==> config.mk <==
export PLATFORM = sky130hd
export DESIGN_NAME = elevator_scheduler
export DESIGN_NICKNAME = d
export VERILOG_FILES = /design/src/rtl/elevator_scheduler.sv
export SDC_FILE = /design/constraint.sdc
export NUM_CORES = 1
export LEC_CHECK = 0
export BUFFER_PORTS_ARGS = -buffer_cell sky130_fd_sc_hd__buf_4
export CAP_MARGIN = 20
export CORE_MARGIN = 2
export CORE_UTILIZATION = 50
export CTS_CLUSTER_DIAMETER = 150
export DETAILED_ROUTE_END_ITERATION = 16
export MAX_ROUTING_LAYER = met4
export PLACE_DENSITY = 0.71
export SYNTH_ARGS = -nofsm -noshare
export SYNTH_HDL_FRONTEND = slang
export SYNTH_SLANG_ARGS = --single-unit
==> constraint.sdc <==
create_clock -name clk -period 8.6 [get_ports clk]
set_input_delay 1.72 -clock clk [delete_from_list [all_inputs] [get_ports clk]]
set_output_delay 1.72 -clock clk [all_outputs]
set_load 0.005 [all_outputs]
==> src/rtl/elevator_scheduler.sv <==
// Collective (SCAN) scheduler for a 4-floor car: latches hall and car calls,
// tracks the car floor from level-sensor pulses, sequences motor and door.
module elevator_scheduler #(
  parameter int NFLOOR = 4,
  parameter int FW     = 2
) (
  input  logic              clk,
  input  logic              rst,
  input  logic [NFLOOR-2:0] up_req,
  input  logic [NFLOOR-2:0] dn_req,
  input  logic [NFLOOR-1:0] car_req,
  input  logic              floor_tick,
  input  logic              door_done,
  output logic [FW-1:0]     cur_floor,
  output logic              motor_en,
  output logic              dir_up,
  output logic              door_open,
  output logic [NFLOOR-2:0] up_pend,
  output logic [NFLOOR-2:0] dn_pend,
  output logic [NFLOOR-1:0] car_pend
);

  typedef enum logic [1:0] {IDLE, MOVE_UP, MOVE_DOWN, STOP} state_t;

  localparam logic [FW-1:0] TOP = FW'(NFLOOR - 1);

  state_t            state_q, state_d;
  logic [FW-1:0]     cur_floor_q, cur_floor_d;
  logic              last_up_q, last_up_d;
  logic [NFLOOR-2:0] up_pend_q, up_pend_d, dn_pend_q, dn_pend_d;
  logic [NFLOOR-1:0] car_pend_q, car_pend_d;
  logic              motor_en_q, dir_up_q, door_open_q;

  // Floor-aligned views of the calls, including requests arriving this cycle
  logic [NFLOOR-1:0] up_all, dn_all, car_all, any_all;
  logic [FW-1:0]     nxt_up_f, nxt_dn_f;
  logic              serve, above_here, below_here;

  assign up_all   = {1'b0, up_pend_q | up_req};
  assign dn_all   = {dn_pend_q | dn_req, 1'b0};
  assign car_all  = car_pend_q | car_req;
  assign any_all  = up_all | dn_all | car_all;
  assign nxt_up_f = (cur_floor_q == TOP) ? TOP : cur_floor_q + 1'b1;
  assign nxt_dn_f = (cur_floor_q == '0) ? '0 : cur_floor_q - 1'b1;

  function automatic logic above_of(input logic [NFLOOR-1:0] v, input logic [FW-1:0] f);
    logic [NFLOOR-1:0] ones;
    ones = '1;
    return |(v & ((ones << f) << 1));
  endfunction

  function automatic logic below_of(input logic [NFLOOR-1:0] v, input logic [FW-1:0] f);
    logic [NFLOOR-1:0] ones;
    ones = '1;
    return |(v & ~(ones << f));
  endfunction

  always_comb begin
    state_d     = state_q;
    cur_floor_d = cur_floor_q;
    last_up_d   = last_up_q;
    case (state_q)
      IDLE: begin
        if (car_all[cur_floor_q] | up_all[cur_floor_q] | dn_all[cur_floor_q]) begin
          state_d = STOP;
        end else if (above_of(any_all, cur_floor_q)) begin
          state_d   = MOVE_UP;
          last_up_d = 1'b1;
        end else if (below_of(any_all, cur_floor_q)) begin
          state_d   = MOVE_DOWN;
          last_up_d = 1'b0;
        end
      end
      MOVE_UP: begin
        if (floor_tick) begin
          cur_floor_d = nxt_up_f;
          if (car_all[nxt_up_f] | up_all[nxt_up_f] | (nxt_up_f == TOP) |
              (dn_all[nxt_up_f] & ~above_of(any_all, nxt_up_f))) begin
            state_d = STOP;
          end
        end
      end
      MOVE_DOWN: begin
        if (floor_tick) begin
          cur_floor_d = nxt_dn_f;
          if (car_all[nxt_dn_f] | dn_all[nxt_dn_f] | (nxt_dn_f == '0) |
              (up_all[nxt_dn_f] & ~below_of(any_all, nxt_dn_f))) begin
            state_d = STOP;
          end
        end
      end
      STOP: begin
        // Keep sweeping in the last direction while calls remain that way
        if (door_done) begin
          if (last_up_q && above_of(any_all, cur_floor_q)) begin
            state_d = MOVE_UP;
          end else if (!last_up_q && below_of(any_all, cur_floor_q)) begin
            state_d = MOVE_DOWN;
          end else if (above_of(any_all, cur_floor_q)) begin
            state_d   = MOVE_UP;
            last_up_d = 1'b1;
          end else if (below_of(any_all, cur_floor_q)) begin
            state_d   = MOVE_DOWN;
            last_up_d = 1'b0;
          end else begin
            state_d = IDLE;
          end
        end
      end
      default: state_d = IDLE;
    endcase
  end

  // Service clears are applied on the edge entering STOP and every STOP cycle
  assign serve      = (state_d == STOP);
  assign above_here = above_of(any_all, cur_floor_d);
  assign below_here = below_of(any_all, cur_floor_d);

  always_comb begin
    for (int i = 0; i < NFLOOR - 1; i++) begin
      up_pend_d[i] = up_all[i] & ~(serve && (cur_floor_d == FW'(i)) && (last_up_d || !below_here));
      dn_pend_d[i] = dn_all[i+1] & ~(serve && (cur_floor_d == FW'(i + 1)) && (!last_up_d || !above_here));
    end
    for (int i = 0; i < NFLOOR; i++) begin
      car_pend_d[i] = car_all[i] & ~(serve && (cur_floor_d == FW'(i)));
    end
  end

  always_ff @(posedge clk or posedge rst) begin
    if (rst) begin
      state_q     <= IDLE;
      cur_floor_q <= '0;
      last_up_q   <= 1'b1;
      up_pend_q   <= '0;
      dn_pend_q   <= '0;
      car_pend_q  <= '0;
      motor_en_q  <= 1'b0;
      dir_up_q    <= 1'b0;
      door_open_q <= 1'b0;
    end else begin
      state_q     <= state_d;
      cur_floor_q <= cur_floor_d;
      last_up_q   <= last_up_d;
      up_pend_q   <= up_pend_d;
      dn_pend_q   <= dn_pend_d;
      car_pend_q  <= car_pend_d;
      motor_en_q  <= (state_d == MOVE_UP) || (state_d == MOVE_DOWN);
      dir_up_q    <= (state_d == MOVE_UP);
      door_open_q <= (state_d == STOP) && (state_q != STOP);
    end
  end

  assign cur_floor = cur_floor_q;
  assign motor_en  = motor_en_q;
  assign dir_up    = dir_up_q;
  assign door_open = door_open_q;
  assign up_pend   = up_pend_q;
  assign dn_pend   = dn_pend_q;
  assign car_pend  = car_pend_q;

endmodule
==> results.txt <==
The ratio of final minimum period to clock period is between 50 and 60%. The number of buffer cells added on primary ports is 28. The fraction of power spent switching nets came out at between 40 and 50%. The worst register-to-register path begins at dn_pend[0]. After detailed routing, the number of remaining DRC violations is 0.

CTS built an H-tree with a depth of 1. The net load switching power is 0.211 mW. The number of pins with negative max-slew slack in the final report came out at 0. The die is around 54 microns tall.

Data arrives at the worst endpoint at around 4.6 ns. The worst register-to-register path has a depth of 10. The number of setup buffers added after CTS is 0.

The cell area after placement came out at 1500 sq um. The most critical setup path has its startpoint at dn_req[0]. STA classifies the critical path startpoint as a primary input. The headroom to the max-slew limit is between 40% and 50%. The die footprint is between 2000 and 3000 sq um. In the synthesized netlist the async set-or-reset flop fraction comes to between 90% and 100%.

The number of gates resized after CTS was 0. The critical path is of the primary input to flop type. The via count normalized by instance count came out at approximately 6.3.

The worst slack at placement came out at around 3.9 ns. The total number of nets in the final design is around 190. The tightest hold path in the finished design has a slack of 0.564 ns.

Clock tree synthesis found a total of 18 sinks. The core utilization of the finished layout came out at ~63%. Counting instances, the worst hold path has a depth of 2. The final design area excluding fillers came out at 1540 sq um.

For this run, the leading register cell type out of synthesis is sky130_fd_sc_hd__dfrtp_1. The internal power of the cells totals 0.267 mW. The kind of path behind the tightest hold check is flop to flop. The net count of the mapped netlist is approximately 170. The final critical-path setup slack came out at between 4 and 5 ns. The post-synthesis sequential area ratio is 35.6%.

Summing over every cut layer, the via total after detailed routing is about 1,300. The setup TNS came out at 0 ns. In this run the worst path has a maximum fanout of 5. The number of placed I/O pins came out at 29.

The netlist area before placement came out at roughly 1300 sq um. The first global-routing pass estimated around 5500 microns of wire. The number of global-route vias before repair came out at around 1,100. The maximum number of pins on one net before global-route repair came out at 19. The average instance in the mapped netlist occupies slightly below 9 sq um. The worst reg-to-reg setup slack came out at ~5.3 ns.

After global routing the overflow that remains totals 0. The maximum clock rate is roughly 230 MHz. The number of buffers added to fix hold violations after cts came out at 0.

In this run, synthesis inferred 0 flip-flops with an integrated enable. The clock share of power came out at around 11%. The count of unique library cells instantiated by Yosys is 52. At the worst endpoint, the required time is ~9 ns. The longest clock path from root to sink contains 2 buffers.

The synthesized instance count came out at 144. The number of maximum-capacitance constraint violations is 0. The fraction of power consumed by combinational cells came out at 56.2%. In this run the core area contains 18 standard-cell rows. In the global route stage, overall resource usage came out at approximately 27%. The number of violations reported at the end of detailed-routing iteration 0 is 52.

The total of warnings raised by yosys came out at 0. The static leakage is 0.665 nW. The antenna diode count is 0. The clock transition at the registers of the reported paths is roughly 0.11 ns. The capture instance of the worst register-to-register path is dn_pend[1]. The later-pin clock latency in the skew report came out at roughly 0.3 ns.

The floorplan step set the die width to between 50 and 60 microns. Dividing total power by cell area gives a power density of a little over 300 nW/um^2. Counting flops and latches in the post-synthesis netlist gives 18. The run finished with clean final reports. Setup repair after global routing left no endpoint under its margin.

The worst setup path is captured at a flop. The wire length per cell after detailed routing came out at between 15 and 20 microns. In this run the worst setup path terminates at dn_pend[1]. The shortest clock period the worst path allows after layout is 4.43 ns. The final estimated routing congestion in global placement came out at 0.979. The total count of hold-check failures in the final report was 0. The first-pass iteration count of the detailed router is 4. The initial utilization of the core area, before any placement, comes to about 52%.

The actual slew at the worst max-slew pin is between 0.8 and 0.9 ns. The final wirelength is roughly 3500 microns. The fraction of final layout cells with drive strength greater than 1 is ~26%.

The count of antenna-violating nets left after detailed routing is 0. Clock tree synthesis selected as its root buffer the cell sky130_fd_sc_hd__clkbuf_4. TritonCTS built the clock tree. The number of antenna violations at the first check in global routing is 0. The half-perimeter wire length of the detailed placement result is roughly 2700 microns. The final worst clock skew is between 0.004 and 0.005 ns. The clock buffer count from CTS came out at 3. The standard cell core area is approximately 2400 sq um. The count of final setup violators came out at 0. The relative contribution of sequential cells to total power came out at 32.5%. Across the VDD grid, the largest voltage drop is roughly 0.22 mV.

The area added between synthesis and finish came out at 21.2%.
[critical path, cell delays in order]
cell and delay, ns:
sky130_fd_sc_hd__buf_4 0.12, sky130_fd_sc_hd__or4_1 0.62, sky130_fd_sc_hd__o31ai_1 0.37, sky130_fd_sc_hd__nand3_1 0.24, sky130_fd_sc_hd__a211oi_1 0.27, sky130_fd_sc_hd__o21ai_0 0.10, sky130_fd_sc_hd__a31oi_1 0.39, sky130_fd_sc_hd__ha_1 0.25
sky130_fd_sc_hd__and3b_1 0.26, sky130_fd_sc_hd__nor2_1 0.06, sky130_fd_sc_hd__a41o_1 0.22
[sequential cells by signal, summed over array words and instances (netlist names)]
| signal | cells |
|---|---|
| cur_floor | 2 |
| motor_en | 1 |
| dn_pend | 3 |
| state_q | 2 |
| door_open | 1 |
| car_pend | 4 |
| last_up_q | 1 |
| up_pend | 3 |
| dir_up | 1 |
[worst min-delay path by stage]
| stage | start | end |
|---|---|---|
| after global routing | dn_pend[2] | dn_pend[2] |
| after CTS | car_pend[0] | car_pend[0] |
| final | car_pend[0] | car_pend[0] |
| after global placement | dn_pend[2] | dn_pend[2] |
| after detailed placement | car_pend[0] | car_pend[0] |
| after floorplan | car_pend[0] | car_pend[0] |
[synth_stat cells (2+ instances only)]
library cell	number	area [sq um]
sky130_fd_sc_hd__nor2b_1	2	12.5
sky130_fd_sc_hd__o21ai_0	6	30.0
sky130_fd_sc_hd__nor4_1	6	37.5
sky130_fd_sc_hd__nand2_1	14	52.6
sky130_fd_sc_hd__or4_4	2	22.5
sky130_fd_sc_hd__ha_1	7	87.6
sky130_fd_sc_hd__o31ai_1	2	15.0
sky130_fd_sc_hd__nor3b_1	2	15.0
sky130_fd_sc_hd__nand3_1	2	10.0
sky130_fd_sc_hd__inv_1	5	18.8
sky130_fd_sc_hd__dfrtp_1	17	425
sky130_fd_sc_hd__clkbuf_1	4	15.0
sky130_fd_sc_hd__nand2b_1	2	12.5
sky130_fd_sc_hd__a31oi_1	4	25.0
sky130_fd_sc_hd__and3_1	2	12.5
sky130_fd_sc_hd__a32oi_1	2	17.5
sky130_fd_sc_hd__a41oi_1	2	17.5
sky130_fd_sc_hd__or2_2	3	18.8
sky130_fd_sc_hd__or4_1	3	22.5
sky130_fd_sc_hd__nor2_1	22	82.6
sky130_fd_sc_hd__a21oi_1	4	20.0
[cells by family after synthesis]
| logic type | after synthesis | share of synthesized area [%] |
|---|---|---|
| buffers and inverters | 9 | 2.66 |
| adders and majority gates | 7 | 6.90 |
| and+or+nand+nor | 69 | 29.5 |
| DFF | 18 | 35.6 |
| AOI/OAI and AO/OA | 41 | 25.4 |
[per-layer routing]
layer	vias to the layer above	global-route usage, %	wire (microns)
met1	605	37.6	1580
met3	7	4.64	214
met2	47	41.8	1610
met4	0	7.08	51
met5	-	-	0
li1	612	-	-
[cell type report]
cell class | count | area, sq um
clock buffers | 4 | 36.3
fillers | 214 | 893
inverters | 5 | 18.8
multi-input cells | 117 | 785
flip-flops and latches | 18 | 452
well taps | 30 | 37.5
repair buffers | 28 | 210
[placed cells by master, fill, tap and decap left out, types with 2 or more instances in the layout]
cell type / synthesis / final
sky130_fd_sc_hd__nand2_1: 14 / 14
sky130_fd_sc_hd__nor2_1: 22 / 22
sky130_fd_sc_hd__clkbuf_4: 0 / 3
sky130_fd_sc_hd__a31oi_1: 4 / 4
sky130_fd_sc_hd__inv_1: 5 / 5
sky130_fd_sc_hd__buf_4: 0 / 28
sky130_fd_sc_hd__nor2b_1: 2 / 2
sky130_fd_sc_hd__o21ai_0: 6 / 6
sky130_fd_sc_hd__a41oi_1: 2 / 2
sky130_fd_sc_hd__nor4_1: 6 / 6
sky130_fd_sc_hd__nor3b_1: 2 / 2
sky130_fd_sc_hd__and3_1: 2 / 2
sky130_fd_sc_hd__a32oi_1: 2 / 2
sky130_fd_sc_hd__o31ai_1: 2 / 2
sky130_fd_sc_hd__dfrtp_1: 17 / 17
sky130_fd_sc_hd__nand3_1: 2 / 2
sky130_fd_sc_hd__ha_1: 7 / 7
sky130_fd_sc_hd__or4_1: 3 / 3
sky130_fd_sc_hd__a21oi_1: 4 / 4
sky130_fd_sc_hd__or2_2: 3 / 3
sky130_fd_sc_hd__nand2b_1: 2 / 2
sky130_fd_sc_hd__or4_4: 2 / 2
[power groups by stage]
stage	registers [mW]	logic (mW)	clock network [mW]
floorplan	0.145	0.181	0
global placement	0.155	0.262	0
detailed placement	0.157	0.267	0
CTS	0.155	0.269	0.0553
global route	0.161	0.304	0.0585
finish	0.155	0.268	0.0540
[through the flow]
stage | std cells | power (mW)
floorplan | 144 | 0.326
global placement | 198 | 0.417
detailed placement | 198 | 0.424
CTS | 202 | 0.479
global route | 202 | 0.523
finish | 202 | 0.478
Note: power is estimated with default switching activity, not from simulation.
